**src/rtl/alu_module.sv**
```systemverilog
// Clocked 32-bit ALU for the KGP-RISC datapath: shifts, AND, XOR, add, bit-difference
// position and two's complement, with a registered result and registered status flags.
module alu_module (
    input  logic        clk,
    input  logic        rst,
    input  logic [31:0] A,
    input  logic [31:0] B,
    input  logic [4:0]  ShiftAmount,
    input  logic [3:0]  ALUOps,
    output logic [31:0] Output,
    output logic        Carry_Out,
    output logic        FlagZero,
    output logic        FlagSign,
    output logic        FlagEqual
);

    typedef enum logic [3:0] {
        OpShll  = 4'b0000,
        OpShrl  = 4'b0001,
        OpShra  = 4'b0010,
        OpShrav = 4'b0011,
        OpShllv = 4'b0100,
        OpShrlv = 4'b0101,
        OpAnd   = 4'b1000,
        OpXor   = 4'b1001,
        OpAdd   = 4'b1010,
        OpDiff  = 4'b1011,
        OpComp  = 4'b1111
    } alu_op_e;

    logic [31:0] result_d;
    logic        carry_d;
    logic [32:0] sum;
    logic [31:0] diff_bits;
    logic [5:0]  diff_idx;
    logic [4:0]  var_amt;

    assign sum       = {1'b0, A} + {1'b0, B};
    assign diff_bits = A ^ B;
    assign var_amt   = B[4:0];

    // Lowest set bit of A ^ B; scanning downward lets the lowest index win, 32 when equal.
    always_comb begin
        diff_idx = 6'd32;
        for (int i = 31; i >= 0; i--) begin
            if (diff_bits[i]) begin
                diff_idx = 6'(i);
            end
        end
    end

    // Operation decode producing the next result and carry.
    always_comb begin
        result_d = 32'd0;
        carry_d  = 1'b0;
        case (alu_op_e'(ALUOps))
            OpShll:  result_d = A << ShiftAmount;
            OpShllv: result_d = A << var_amt;
            OpShrl:  result_d = A >> ShiftAmount;
            OpShrlv: result_d = A >> var_amt;
            OpShra:  result_d = $signed(A) >>> ShiftAmount;
            OpShrav: result_d = $signed(A) >>> var_amt;
            OpAnd:   result_d = A & B;
            OpXor:   result_d = A ^ B;
            OpAdd: begin
                result_d = sum[31:0];
                carry_d  = sum[32];
            end
            OpDiff:  result_d = {26'd0, diff_idx};
            OpComp:  result_d = ~B + 32'd1;
            default: begin
                result_d = 32'd0;
                carry_d  = 1'b0;
            end
        endcase
    end

    // Result and flag registers; synchronous active-low reset takes priority.
    always_ff @(posedge clk) begin
        if (!rst) begin
            Output    <= 32'd0;
            Carry_Out <= 1'b0;
            FlagZero  <= 1'b1;
            FlagSign  <= 1'b0;
            FlagEqual <= 1'b0;
        end else begin
            Output    <= result_d;
            Carry_Out <= carry_d;
            FlagZero  <= (result_d == 32'd0);
            FlagSign  <= result_d[31];
            FlagEqual <= (A == B);
        end
    end

endmodule

```
**config.mk**
```make
export PLATFORM = sky130hd
export DESIGN_NAME = alu_module
export DESIGN_NICKNAME = d
export VERILOG_FILES = /design/src/rtl/alu_module.sv
export SDC_FILE = /design/constraint.sdc
export NUM_CORES = 1
export LEC_CHECK = 0
export ABC_AREA = 1
export BUFFER_PORTS_ARGS = -buffer_cell sky130_fd_sc_hd__buf_2
export CAP_MARGIN = 20
export CORE_UTILIZATION = 55
export DETAILED_ROUTE_END_ITERATION = 8
export PLACE_DENSITY = 0.75
export SLEW_MARGIN = 20
export SYNTH_ARGS = -nofsm -noshare
export SYNTH_HDL_FRONTEND = slang
export SYNTH_SLANG_ARGS = --single-unit
```
**constraint.sdc**
```tcl
create_clock -name clk -period 4.8 [get_ports clk]
set_input_delay 0.96 -clock clk [delete_from_list [all_inputs] [get_ports clk]]
set_output_delay 0.96 -clock clk [all_outputs]
set_load 0.1 [all_outputs]
```
Yosys cells after proc, flatten, opt, wreduce, memory -nomap -nowiden:

Cells that the tools add are included.

* register bits: 36
* bits of input ports: 75
* output and inout bits: 36
* word-level logic and storage cells: 63

* add/subtract/negate cells: 2
* eq/ne operators: 11
* shifts and indexed selects: 6
* multiplexer cells: 33
* bitwise logic cells: 3
* reductions and logical operators: 3

Operator list (number)
* $pmux W32 S11: 1
* $mux W6: 32
* $shl A32 B5 Y32: 2
* $shr A32 B5 Y32: 2
* $sshr A32 B5 Y32: 2
* $add A32 B32 Y33: 1
* $add A32 B1 Y32 const B: 1
* $and A32 B32 Y32: 1
* $eq A32 B32 Y1: 1
* $logic_not A32 Y1: 1
* $not A32 Y32: 1
* $xor A32 B32 Y32: 1
* $eq A4 B4 Y1 const B: 5
* $eq A4 B2 Y1 const B: 2
* $eq A4 B3 Y1 const B: 2
* $eq A4 B1 Y1 const B: 1
* $logic_not A4 Y1: 1
* $reduce_and A2 Y1: 1

Depth between registers and ports, before layout:

* depth after elaboration: 35
* mapped depth: 35
* depth with buffers taken out: 35

Least setup slack after synthesis:

Ideal clock, no wire load.

* path kind: input to register
* start point: input port B[1]
* end point: register FlagZero
* setup time: 58 ps
* data arrival time: 3363 ps
* required time: 4742 ps
* setup slack: 1379 ps
* stages on the path: 21
* path buffers: 0
* cell sequence: inv_1 -> ha_1 -> nand2_1 -> nor2_1 -> nand2_1 -> nor2_1 -> nand4_1 -> nor2_1 -> nand3_1 -> or3_1 -> nor2_1 -> nor2_1 -> a22oi_1 -> nand3_1 -> nor2_1 -> nand3_1 -> nor2_1 -> nand4_1 -> nor2_1 -> nand3_1 -> nand2_1

* word-level cells in the longest chain between the ends: 5
* elaborated cells on any way between the ends: 12
* classes of those cells: add/sub (2); shift (3); mux (3); bitwise (3); reduce/logical (1)

RTL lines
* from (decl): line 7 `input logic [31:0] B,`
* parallel branches: the longest is 3 deep, another holds $add A32 B1 Y32
* $pmux W32 S11 (*): line 56 `case (alu_op_e'(ALUOps))`
* $logic_not A32 Y1 (*): line 89 `FlagZero <= (result_d == 32'd0);`
* to (signal assigned): line 89
* to (decl): line 12 `output logic FlagZero,`

Every way passes the cells marked *.
A chain may end at the register's enable or synchronous reset.

Worst setup path after layout:

* start point: input port ALUOps[2]
* end point: register FlagZero

* word-level cells in the longest chain between the ends: 3
* elaborated cells on any way between the ends: 13
* classes of those cells: eq/ne (10); mux (1); reduce/logical (2)

RTL lines
* from (decl): line 9 `input logic [3:0] ALUOps,`
* $eq A4 B4 Y1 (tied with other cells): line 56
* $pmux W32 S11 (*): line 56
* $logic_not A32 Y1 (*): line 89

Mark *: on every way between the ends. The rest lies on a longest branch, timed or not.

==> impl_metrics.json <==
{
  "setup_tns_ns": 0,
  "syn_avg_cell_area_um2": 5.06,
  "worst_slew_pin_slew_ns": 0.946,
  "synthFlopType": "dfxtp_1",
  "core_area_um2": 17500,
  "num_rows": 48,
  "synth-edff-count": 0,
  "crit_path_start_kind": "primary input",
  "ys_seq_elements": 35,
  "vias_per_cell": 6.41,
  "crit_path_max_fanout": 59,
  "finalPower_uw": 2130,
  "leakage_uw": 0.00524,
  "cts_tree": "built",
  "critPathRequiredTime_ns": 5.01,
  "hold_class": "primary input to register",
  "fill_cells": 1852,
  "p_comb_share_pct": 67.5,
  "dp_hpwl_um": 39200,
  "clockPowerShare_pct": 17.4,
  "synth_cell_types": 54,
  "finalCriticalPeriod_ns": 4.32,
  "clkTransAtPathRegs_ns": 0.05,
  "portBuffers": 110,
  "seq_area_frac_synth_pct": 7.06,
  "grt_max_degree": 60,
  "final_cells": 2251,
  "yosysWarningCount": 0,
  "cts_hold_buf": 0,
  "grt_antenna_before_repair": 1,
  "pwr_density_cell_nw_per_um2": 197,
  "synth_fp_nets": 2070,
  "fp.dieH_um": 136,
  "via_count": 14400,
  "routedWlPerCell_um": 21.3,
  "outcome": "complete, no violations",
  "cts.sinks": 35,
  "async_reset_ff_share_pct": 0,
  "drt_wl_total_um": 47900,
  "rsz0062_at_grt": "no",
  "vdd_drop_max_v": 0.000469,
  "hold_slack_ns": 0.986,
  "initial_utilization_pct": 56.8,
  "grt_pass1_wl_um": 71600,
  "die_area_um2": 18600,
  "grt_usage_pct": 51.4,
  "end_kind": "register",
  "finalInstanceArea_um2": 10800,
  "drv_slew": 0,
  "max_freq_mhz": 232,
  "cp.arrival_ns": 4.53,
  "drive_above_1_share_pct": 11.1,
  "routabilityCongestion": 1.18,
  "drc_errors": 0,
  "slew_headroom_pct": 36.9,
  "fin_crit_sh_pct": 89.9,
  "p_int_uw": 945,
  "hold_viol": 0,
  "netlist_area_um2": 9930,
  "layout.nets": 2133,
  "die_w_um": 136,
  "cts_resized": 0,
  "clock_path_buffers": 2,
  "cts_buffers": 5,
  "netlist_instances": 1961,
  "antenna_left": 0,
  "grt_pass1_vias": 12200,
  "p_seq_share_pct": 15.1,
  "placed_cells": 2242,
  "placed_area_um2": 10600,
  "finalSetupViolCount": 0,
  "cts-root-buf": "clkbuf_16",
  "postCtsSetupBuffers": 0,
  "io_pins": 111,
  "swShare_pct": 55.5,
  "grt.overflow.total": 0,
  "first_iter_violations": 2251,
  "cap_violations": 0,
  "p_sw_uw": 1180,
  "syn_to_final_growth_pct": 8.57,
  "critPathKind": "primary input to register",
  "drt-pass1-iter-count": 7,
  "cts.htree.levels": 2
}
==> metal layers <==
| layer | vias to the layer above | global-route usage [%] | routed length [µm] |
|---|---|---|---|
| met5 | - | 0 | 0 |
| met4 | 0 | 30.0 | 3370 |
| met3 | 222 | 11.4 | 6980 |
| met2 | 1167 | 73.6 | 19100 |
| met1 | 6309 | 69.6 | 18400 |
| li1 | 6741 | - | - |
==> sequential cells by signal, indices dropped and copies added, names as in the netlist <==
| register | flops |
|---|---|
| Output | 32 |
| Carry_Out | 1 |
| FlagEqual | 1 |
| FlagZero | 1 |
==> power by group through the flow <==
stage | logic (µW) | registers (µW) | clock network [µW]
after floorplan | 817 | 495 | 0
after global placement | 1360 | 324 | 0
after detailed placement | 1370 | 326 | 0
after CTS | 1380 | 321 | 370
after global routing | 1540 | 323 | 386
final | 1430 | 320 | 371
==> final timing paths <==
check | start | endpoint | slack, ns | cells after the start
worst max-delay path | ALUOps[2] | FlagZero | 0.48 | 23
worst min-delay path | rst | FlagZero | 0.99 | 2
==> cell usage after synthesis, types with 7 or more instances <==
cell         n  area [µm²]
a21oi_1     93         465
a31oi_1     10        62.6
buf_2       27         135
buf_4        8        60.1
buf_6       11         124
clkbuf_1    48         180
dfxtp_1     35         701
ha_1        33         413
inv_1      162         608
inv_2       13        48.8
nand2_1    601        2260
nand3_1    203        1020
nand4_1     20         125
nor2_1     207         777
nor3_1      34         170
nor4_1      12        75.1
o2111ai_1    7        61.3
o211ai_1    49         368
o21ai_0    218        1090
o21ai_1     53         265
o221ai_1    10        87.6
o22ai_1      7        43.8
or2_1       12        75.1
or2_2       16         100
==> placed cells by master, fill, tap and decap left out, types with 13 or more instances in the layout <==
cell type,Yosys,layout
inv_2,13,13
nor2_1,207,207
inv_1,162,162
nand2_1,601,601
o211ai_1,49,49
or2_2,16,16
ha_1,33,33
nand4_1,20,20
o21ai_0,218,218
nor3_1,34,32
buf_4,8,43
nand3_1,203,203
dfxtp_1,35,35
buf_2,27,110
a21oi_1,93,93
o21ai_1,53,52
==> cells by family after synthesis <==
kind of cell	after synthesis	share of synthesized area [%]
compound gates	478	27.6
simple gates	1129	48.3
fa+ha+maj	34	4.36
mux	5	0.504
buf+inv	276	11.9
xor+xnor	4	0.353
flops	35	7.06
==> worst max-delay path, cell delays in order <==
cell	delay [ns]
buf_2	0.14
inv_2	0.10
nand3_2	0.22
nor2_1	0.23
nand2_1	0.13
nand2_4	0.41
o21ai_0	0.44
or2_2	0.42
nand3_1	0.07
nand3_1	0.08
nand3_1	0.14
nand2_1	0.12
nor2_1	0.19
nand2_1	0.08
inv_1	0.08
nand2_1	0.05
nor2_1	0.09
nand3_1	0.09
nor2_1	0.10
nand4_1	0.08
nor2_1	0.10
nand3_1	0.09
nand2_1	0.10
==> final cells by class <==
cell class | count | area [µm²] | share of cell area [%]
Clock inverter | 2 | 35.0 | 0.325
Timing Repair Buffer | 154 | 893 | 8.29
Clock buffer | 6 | 139 | 1.29
Multi-Input combinational cell | 1650 | 8060 | 74.8
Tap cell | 225 | 282 | 2.61
Inverter | 178 | 668 | 6.20
Antenna cell | 1 | 2.50 | 0.0232
Sequential cell | 35 | 701 | 6.50
==> metrics by stage <==
| stage | utilization, % | setup WS [ns] |
|---|---|---|
| finish | 61.7 | 0.484 |
| global route | 61.7 | 0.340 |
| CTS | 61.7 | 0.714 |
| detailed placement | 60.7 | 0.452 |
| global placement | 60.7 | 0.489 |
| floorplan | - | 1.38 |
No activity file was read; power rests on OpenSTA's default activity.
